`src/rtl/ifetch_pkg.sv`:
```
// ifetch_pkg: shared fault codes and the output-queue occupancy state type
// for instr_fetch_mem and its queue.
package ifetch_pkg;

  typedef logic [1:0] fault_t;

  localparam fault_t FAULT_NONE     = 2'd0;
  localparam fault_t FAULT_MISALIGN = 2'd1;
  localparam fault_t FAULT_RANGE    = 2'd2;

  typedef logic [1:0] occ_state_t;

  localparam occ_state_t ST_EMPTY   = 2'd0;
  localparam occ_state_t ST_PARTIAL = 2'd1;
  localparam occ_state_t ST_FULL    = 2'd2;

endpackage

```
`src/rtl/ifetch_fifo.sv`:
```
// ifetch_fifo: power-of-two deep FIFO with synchronous flush. The head is
// presented combinationally and reads as zero while the queue is empty.
module ifetch_fifo #(
  parameter int WIDTH = 8,
  parameter int DEPTH = 2
) (
  input  logic                     clk,
  input  logic                     reset_n,
  input  logic                     flush,
  input  logic                     push,
  input  logic [WIDTH-1:0]         wdata,
  input  logic                     pop,
  output logic [WIDTH-1:0]         rdata,
  output logic [$clog2(DEPTH):0]   count
);

  localparam int PW = $clog2(DEPTH);

  logic [WIDTH-1:0] r_mem [DEPTH];
  logic [PW-1:0]    r_wr;
  logic [PW-1:0]    r_rd;
  logic [PW:0]      r_count;
  logic             w_push;
  logic             w_pop;

  assign w_pop  = pop && (r_count != '0);
  // A push into a full queue is only legal alongside a pop.
  assign w_push = push && ((r_count != (PW+1)'(DEPTH)) || w_pop);

  // Entry storage; not reset, the head is masked while empty instead.
  always_ff @(posedge clk) begin
    if (w_push && !flush) r_mem[r_wr] <= wdata;
  end

  // Pointer and occupancy bookkeeping; flush empties the queue.
  always_ff @(posedge clk or negedge reset_n) begin
    if (!reset_n) begin
      r_wr    <= '0;
      r_rd    <= '0;
      r_count <= '0;
    end else if (flush) begin
      r_wr    <= '0;
      r_rd    <= '0;
      r_count <= '0;
    end else begin
      if (w_push) r_wr <= r_wr + 1'b1;
      if (w_pop)  r_rd <= r_rd + 1'b1;
      r_count <= r_count + (PW+1)'(w_push) - (PW+1)'(w_pop);
    end
  end

  assign rdata = (r_count != '0) ? r_mem[r_rd] : '0;
  assign count = r_count;

endmodule

```
`src/rtl/instr_fetch_mem.sv`:
```
// instr_fetch_mem: byte-addressed instruction store with a program-load port.
// An accepted fetch reads four bytes big-endian and enters the output queue
// at the accepting edge. Define IFETCH_FAULT_CHECK_EN to report misaligned and
// out-of-range fetches; otherwise pc[1:0] is ignored and addresses wrap.
module instr_fetch_mem #(
  parameter int ADDR_WIDTH = 64,
  parameter int MEM_BYTES  = 64,
  parameter int FIFO_DEPTH = 2
) (
  input  logic                         clk,
  input  logic                         reset_n,
  input  logic                         req_valid,
  input  logic [ADDR_WIDTH-1:0]        req_pc,
  output logic                         req_ready,
  output logic                         instr_valid,
  input  logic                         instr_ready,
  output logic [31:0]                  instr_data,
  output logic [ADDR_WIDTH-1:0]        instr_pc,
  output logic [1:0]                   instr_fault,
  input  logic                         flush,
  input  logic                         load_en,
  input  logic [$clog2(MEM_BYTES)-1:0] load_addr,
  input  logic [7:0]                   load_data
);
  import ifetch_pkg::*;

  localparam int MA = $clog2(MEM_BYTES);
  localparam int CW = $clog2(FIFO_DEPTH);
  localparam int EW = 32 + ADDR_WIDTH + 2;
`ifdef IFETCH_FAULT_CHECK_EN
  localparam logic [ADDR_WIDTH-1:0] LAST_OK_PC = ADDR_WIDTH'(MEM_BYTES - 4);
`endif

  logic [7:0]      r_mem [MEM_BYTES];
  logic            r_rdy_en;
  occ_state_t      r_state;
  occ_state_t      w_state_nxt;
  logic            w_accept;
  logic            w_deq;
  logic [CW:0]     w_count;
  logic [MA-1:0]   w_base;
  logic [31:0]     w_word;
  logic [31:0]     w_data;
  fault_t          w_fault;
  logic [EW-1:0]   w_head;

  // Program-load write port; storage is defined only by loads.
  always_ff @(posedge clk) begin
    if (load_en) r_mem[load_addr] <= load_data;
  end

  assign instr_valid = (r_state != ST_EMPTY);
  assign w_deq       = instr_valid && instr_ready;
  // Because the response enqueues at the accepting edge, nothing is ever in
  // flight between edges; a flush cycle refuses the request it would cancel.
  assign req_ready   = r_rdy_en && !load_en && !flush &&
                       ((r_state != ST_FULL) || w_deq);
  assign w_accept    = req_valid && req_ready;

  // Aligned word read plus optional fault classification of the request.
  always_comb begin
    w_base  = req_pc[MA-1:0] & ~MA'(3);
    w_word  = {r_mem[w_base], r_mem[w_base | MA'(1)],
               r_mem[w_base | MA'(2)], r_mem[w_base | MA'(3)]};
    w_fault = FAULT_NONE;
    w_data  = w_word;
`ifdef IFETCH_FAULT_CHECK_EN
    if (req_pc[1:0] != 2'b00)    w_fault = FAULT_MISALIGN;
    else if (req_pc > LAST_OK_PC) w_fault = FAULT_RANGE;
    if (w_fault != FAULT_NONE)   w_data  = '0;
`endif
  end

  // Occupancy state follows the (enqueue, dequeue) pair; flush empties it.
  always_comb begin
    w_state_nxt = r_state;
    case (r_state)
      ST_EMPTY: begin
        if (w_accept) w_state_nxt = ST_PARTIAL;
      end
      ST_PARTIAL: begin
        if (w_accept && !w_deq && (w_count == (CW+1)'(FIFO_DEPTH - 1)))
          w_state_nxt = ST_FULL;
        else if (!w_accept && w_deq && (w_count == (CW+1)'(1)))
          w_state_nxt = ST_EMPTY;
      end
      ST_FULL: begin
        if (w_deq && !w_accept) w_state_nxt = ST_PARTIAL;
      end
      default: w_state_nxt = ST_EMPTY;
    endcase
    if (flush) w_state_nxt = ST_EMPTY;
  end

  // State register and post-reset request enable.
  always_ff @(posedge clk or negedge reset_n) begin
    if (!reset_n) begin
      r_state  <= ST_EMPTY;
      r_rdy_en <= 1'b0;
    end else begin
      r_state  <= w_state_nxt;
      r_rdy_en <= 1'b1;
    end
  end

  ifetch_fifo #(
    .WIDTH (EW),
    .DEPTH (FIFO_DEPTH)
  ) u_fifo (
    .clk     (clk),
    .reset_n (reset_n),
    .flush   (flush),
    .push    (w_accept),
    .wdata   ({w_data, req_pc, w_fault}),
    .pop     (w_deq),
    .rdata   (w_head),
    .count   (w_count)
  );

  assign {instr_data, instr_pc, instr_fault} = w_head;

endmodule

```
`config.mk`:
```
export PLATFORM = sky130hd
export DESIGN_NAME = instr_fetch_mem
export DESIGN_NICKNAME = d
export VERILOG_FILES = /design/src/rtl/ifetch_pkg.sv /design/src/rtl/ifetch_fifo.sv /design/src/rtl/instr_fetch_mem.sv
export SDC_FILE = /design/constraint.sdc
export NUM_CORES = 1
export LEC_CHECK = 0
export CAP_MARGIN = 15
export CORE_MARGIN = 4
export CORE_UTILIZATION = 49
export DETAILED_ROUTE_END_ITERATION = 16
export PLACE_DENSITY = 0.79
export SYNTH_ARGS = -nofsm -noshare
export SYNTH_HDL_FRONTEND = slang
export SYNTH_SLANG_ARGS = --single-unit
```
`constraint.sdc`:
```
create_clock -name clk -period 13 [get_ports clk]
set_input_delay 1.3 -clock clk [delete_from_list [all_inputs] [get_ports clk]]
set_output_delay 1.3 -clock clk [all_outputs]
set_load 0.01 [all_outputs]
```
==> metrics.yaml <==
wire_per_inst_um: 24.7
fin_util: 0.584
clock_tree.root_cell: "clkbuf_16"
tns_ps: 0
hold_class: "flip-flop to flip-flop"
seq_power_share: 0.556
grt_pass1_vias: 13700
cts_buffer_depth: 3
grt_pass1_wl_um: 86200
crit_arrival_ps: 3620
h-tree-depth: 3
die-area_um2: 59200
initial_core_util: 0.499
cts_hold_buffers: 0
skew_ps: 22.8
die_y_um: 243
fmax_mhz: 203
ys_seq_elements: 711
cts_tree: "done"
antenna_left: 0
dr_wl_met3_um: 5630
fin_crit_sh: 0.378
clkSinkCount: 711
syn_to_final_growth_pct: 17.0
hpwl_um: 33400
chipWidth_um: 243
io_buffer_count: 181
period_needed_ps: 4920
drt_iter0_drc: 1343
ys_warn_count: 0
relSlewSlack: 0.217
status: "completed"
place_inst: 2195
crit_type: "flip-flop to output pin"
cts_resized: 0
firstDrtPassIters: 5
hold_viol: 0
coreArea_um2: 54300
fin_nets: 1621
p_per_area_nw_per_um2: 145
total_power_mw: 4.59
clkTransAtPathRegs_ps: 60
rows: 85
rsz0062_at_grt: "no"
critPathLaunchType: "flip-flop"
via_count: 13400
avgSynthCellArea_um2: 20.3
drc: 0
leakage_nw: 9.82
tightest_slew_ps: 1170
grt_overflow: 0
end_kind: "output pin"
gp_congestion: 0.806
grt_usage: 0.191
synth_cells: 1334
antenna_found_initial: 4
met2_length_um: 27200
max-cap-violations: 0
wirelength_um: 57000
ys_seq_area_frac: 0.786
io_pins: 184
grt_max_degree: 98
stdcell_count: 2313
cp.required_ps: 11700
viasPerCell: 5.80
top_layer: "met5"
worstPathMaxFanout: 51
drt-met1-wl_um: 23100
ys_types: 34
setup_violations: 0
p_comb_frac: 0.050
post-cts-setup-buffers: 0
power_frac_clock: 0.394
internal_power_mw: 3.67
peakVddDrop_mv: 0.0913
final-max-slew-violation-count: 0
swShare: 0.199
switchingPower_uw: 915
drive_above_1_share: 0.158
numCtsBuffers: 69
clock_latency_ps: 590
netlist_area_um2: 27100
[layer usage]
layer  GRT usage  up-vias
met5           0        -
met4      0.0547        4
met3      0.0494       95
met2       0.300      682
met1       0.270     6873
li1            -     5754
[worst paths after layout]
path,start,endpoint,slack (ps),cells past startpoint
worst max-delay path,u_fifo.r_rd,instr_data[18],8080,4
worst min-delay path,u_fifo.r_wr,u_fifo.r_wr,590,1
worst max register to register,r_state[1],u_fifo.r_mem[0][68],9780,5
worst min register to register,u_fifo.r_wr,u_fifo.r_wr,590,1
max in group asynchronous,reset_n,u_fifo.r_rd,11720,1
min in group asynchronous,reset_n,r_state[0],1000,1
[cells in the mapped netlist, drive strengths merged]
master | number | area, µm²
mux2i | 97 | 971
nand2 | 46 | 173
a31oi | 1 | 6.26
nor2 | 167 | 627
o311ai | 1 | 8.76
edfxtp | 704 | 21100
o211a | 1 | 10.0
a21oi | 1 | 5.00
o2111ai | 1 | 15.0
or3b | 1 | 8.76
clkbuf | 33 | 124
nor3 | 4 | 20.0
or2 | 1 | 6.26
and2 | 3 | 18.8
or3 | 2 | 12.5
o21ai | 1 | 5.00
or4b | 1 | 10.0
xor2 | 1 | 8.76
nand2b | 5 | 31.3
nand3 | 4 | 20.0
and3b | 1 | 8.76
a22oi | 65 | 488
nand3b | 1 | 7.51
nor2b | 8 | 50.1
mux4 | 128 | 2880
conb | 2 | 7.51
ha | 2 | 25.0
dfrtp | 7 | 175
xnor2 | 2 | 17.5
a21o | 1 | 7.51
inv | 2 | 7.51
buf | 40 | 213
[cell usage in the layout, fill, tap and decap left out, types with 2 or more instances in the layout]
cell type        instances
nand3_1                  4
and2_1                   2
edfxtp_1               704
clkbuf_1                15
mux2i_1                 97
clkinv_2                 5
mux4_2                 128
buf_2                   10
clkbuf_16               71
a22oi_1                 65
buf_4                   13
inv_1                    2
nor3_1                   4
buf_12                   4
or3_1                    2
bufinv_16                2
nand2b_1                 5
nor2b_2                  2
nand2_1                 46
nor2b_1                  5
clkdlybuf4s50_1        171
ha_1                     2
buf_16                   2
clkinv_1                15
dfrtp_1                  6
conb_1                   3
xnor2_1                  2
nor2_1                 165
[kinds of logic (layout without fill, tap and decap cells)]
family | after synthesis | after routing | synth area share
muxes | 225 | 225 | 0.142
other | 2 | 4 | 0.000277
xor gates and xnor gates | 3 | 3 | 0.000969
DFF | 711 | 711 | 0.786
buffers and inverters | 75 | 313 | 0.0127
adders and majority gates | 2 | 2 | 0.000923
and+or+nand+nor | 244 | 244 | 0.0366
AOI/OAI and AO/OA | 72 | 72 | 0.0201
[sequential cells by signal (all words and copies together), names as in the netlist]
| name | count |
|---|---|
| r_mem | 512 |
| r_rdy_en | 1 |
| r_state | 2 |
| u_fifo.count | 2 |
| u_fifo.r_mem | 192 |
| u_fifo.r_rd | 1 |
| u_fifo.r_wr | 1 |
[power groups by stage]
stage	sequential, mW	clock [mW]	combinational [mW]
after global routing	2.55	1.93	0.248
after detailed placement	2.60	0	0.226
final	2.55	1.80	0.230
after global placement	2.60	0	0.220
after floorplan	2.60	0	0.115
after CTS	2.55	1.83	0.227
[area by class of cell]
| cell class | count | area [µm²] |
|---|---|---|
| inverters | 2 | 7.51 |
| diodes | 1 | 2.50 |
| fillers | 3765 | 22600 |
| repair buffers | 202 | 2020 |
| flip-flops and latches | 711 | 21300 |
| multi-input cells | 549 | 5480 |
| clock buffers | 86 | 1830 |
| clock inverters | 23 | 150 |
| well taps | 739 | 925 |
[per-stage QoR]
stage	worst slack, ps	area [µm²]	hold slack, ps
5_1_grt	7920	31700	620
3_3_place_gp	8410	29600	548
3_5_place_dp	8260	29600	563
2_1_floorplan	6200	27100	464
4_1_cts	8040	31600	578
6_report	8080	31700	586
[critical path, stage by stage, from the launching register on]
cell and delay [ps]:
dfrtp_4 1010, buf_4 840, mux2i_1 180, nor2_1 290
clkdlybuf4s50_1 610
Note: power is estimated with default switching activity, not from simulation.
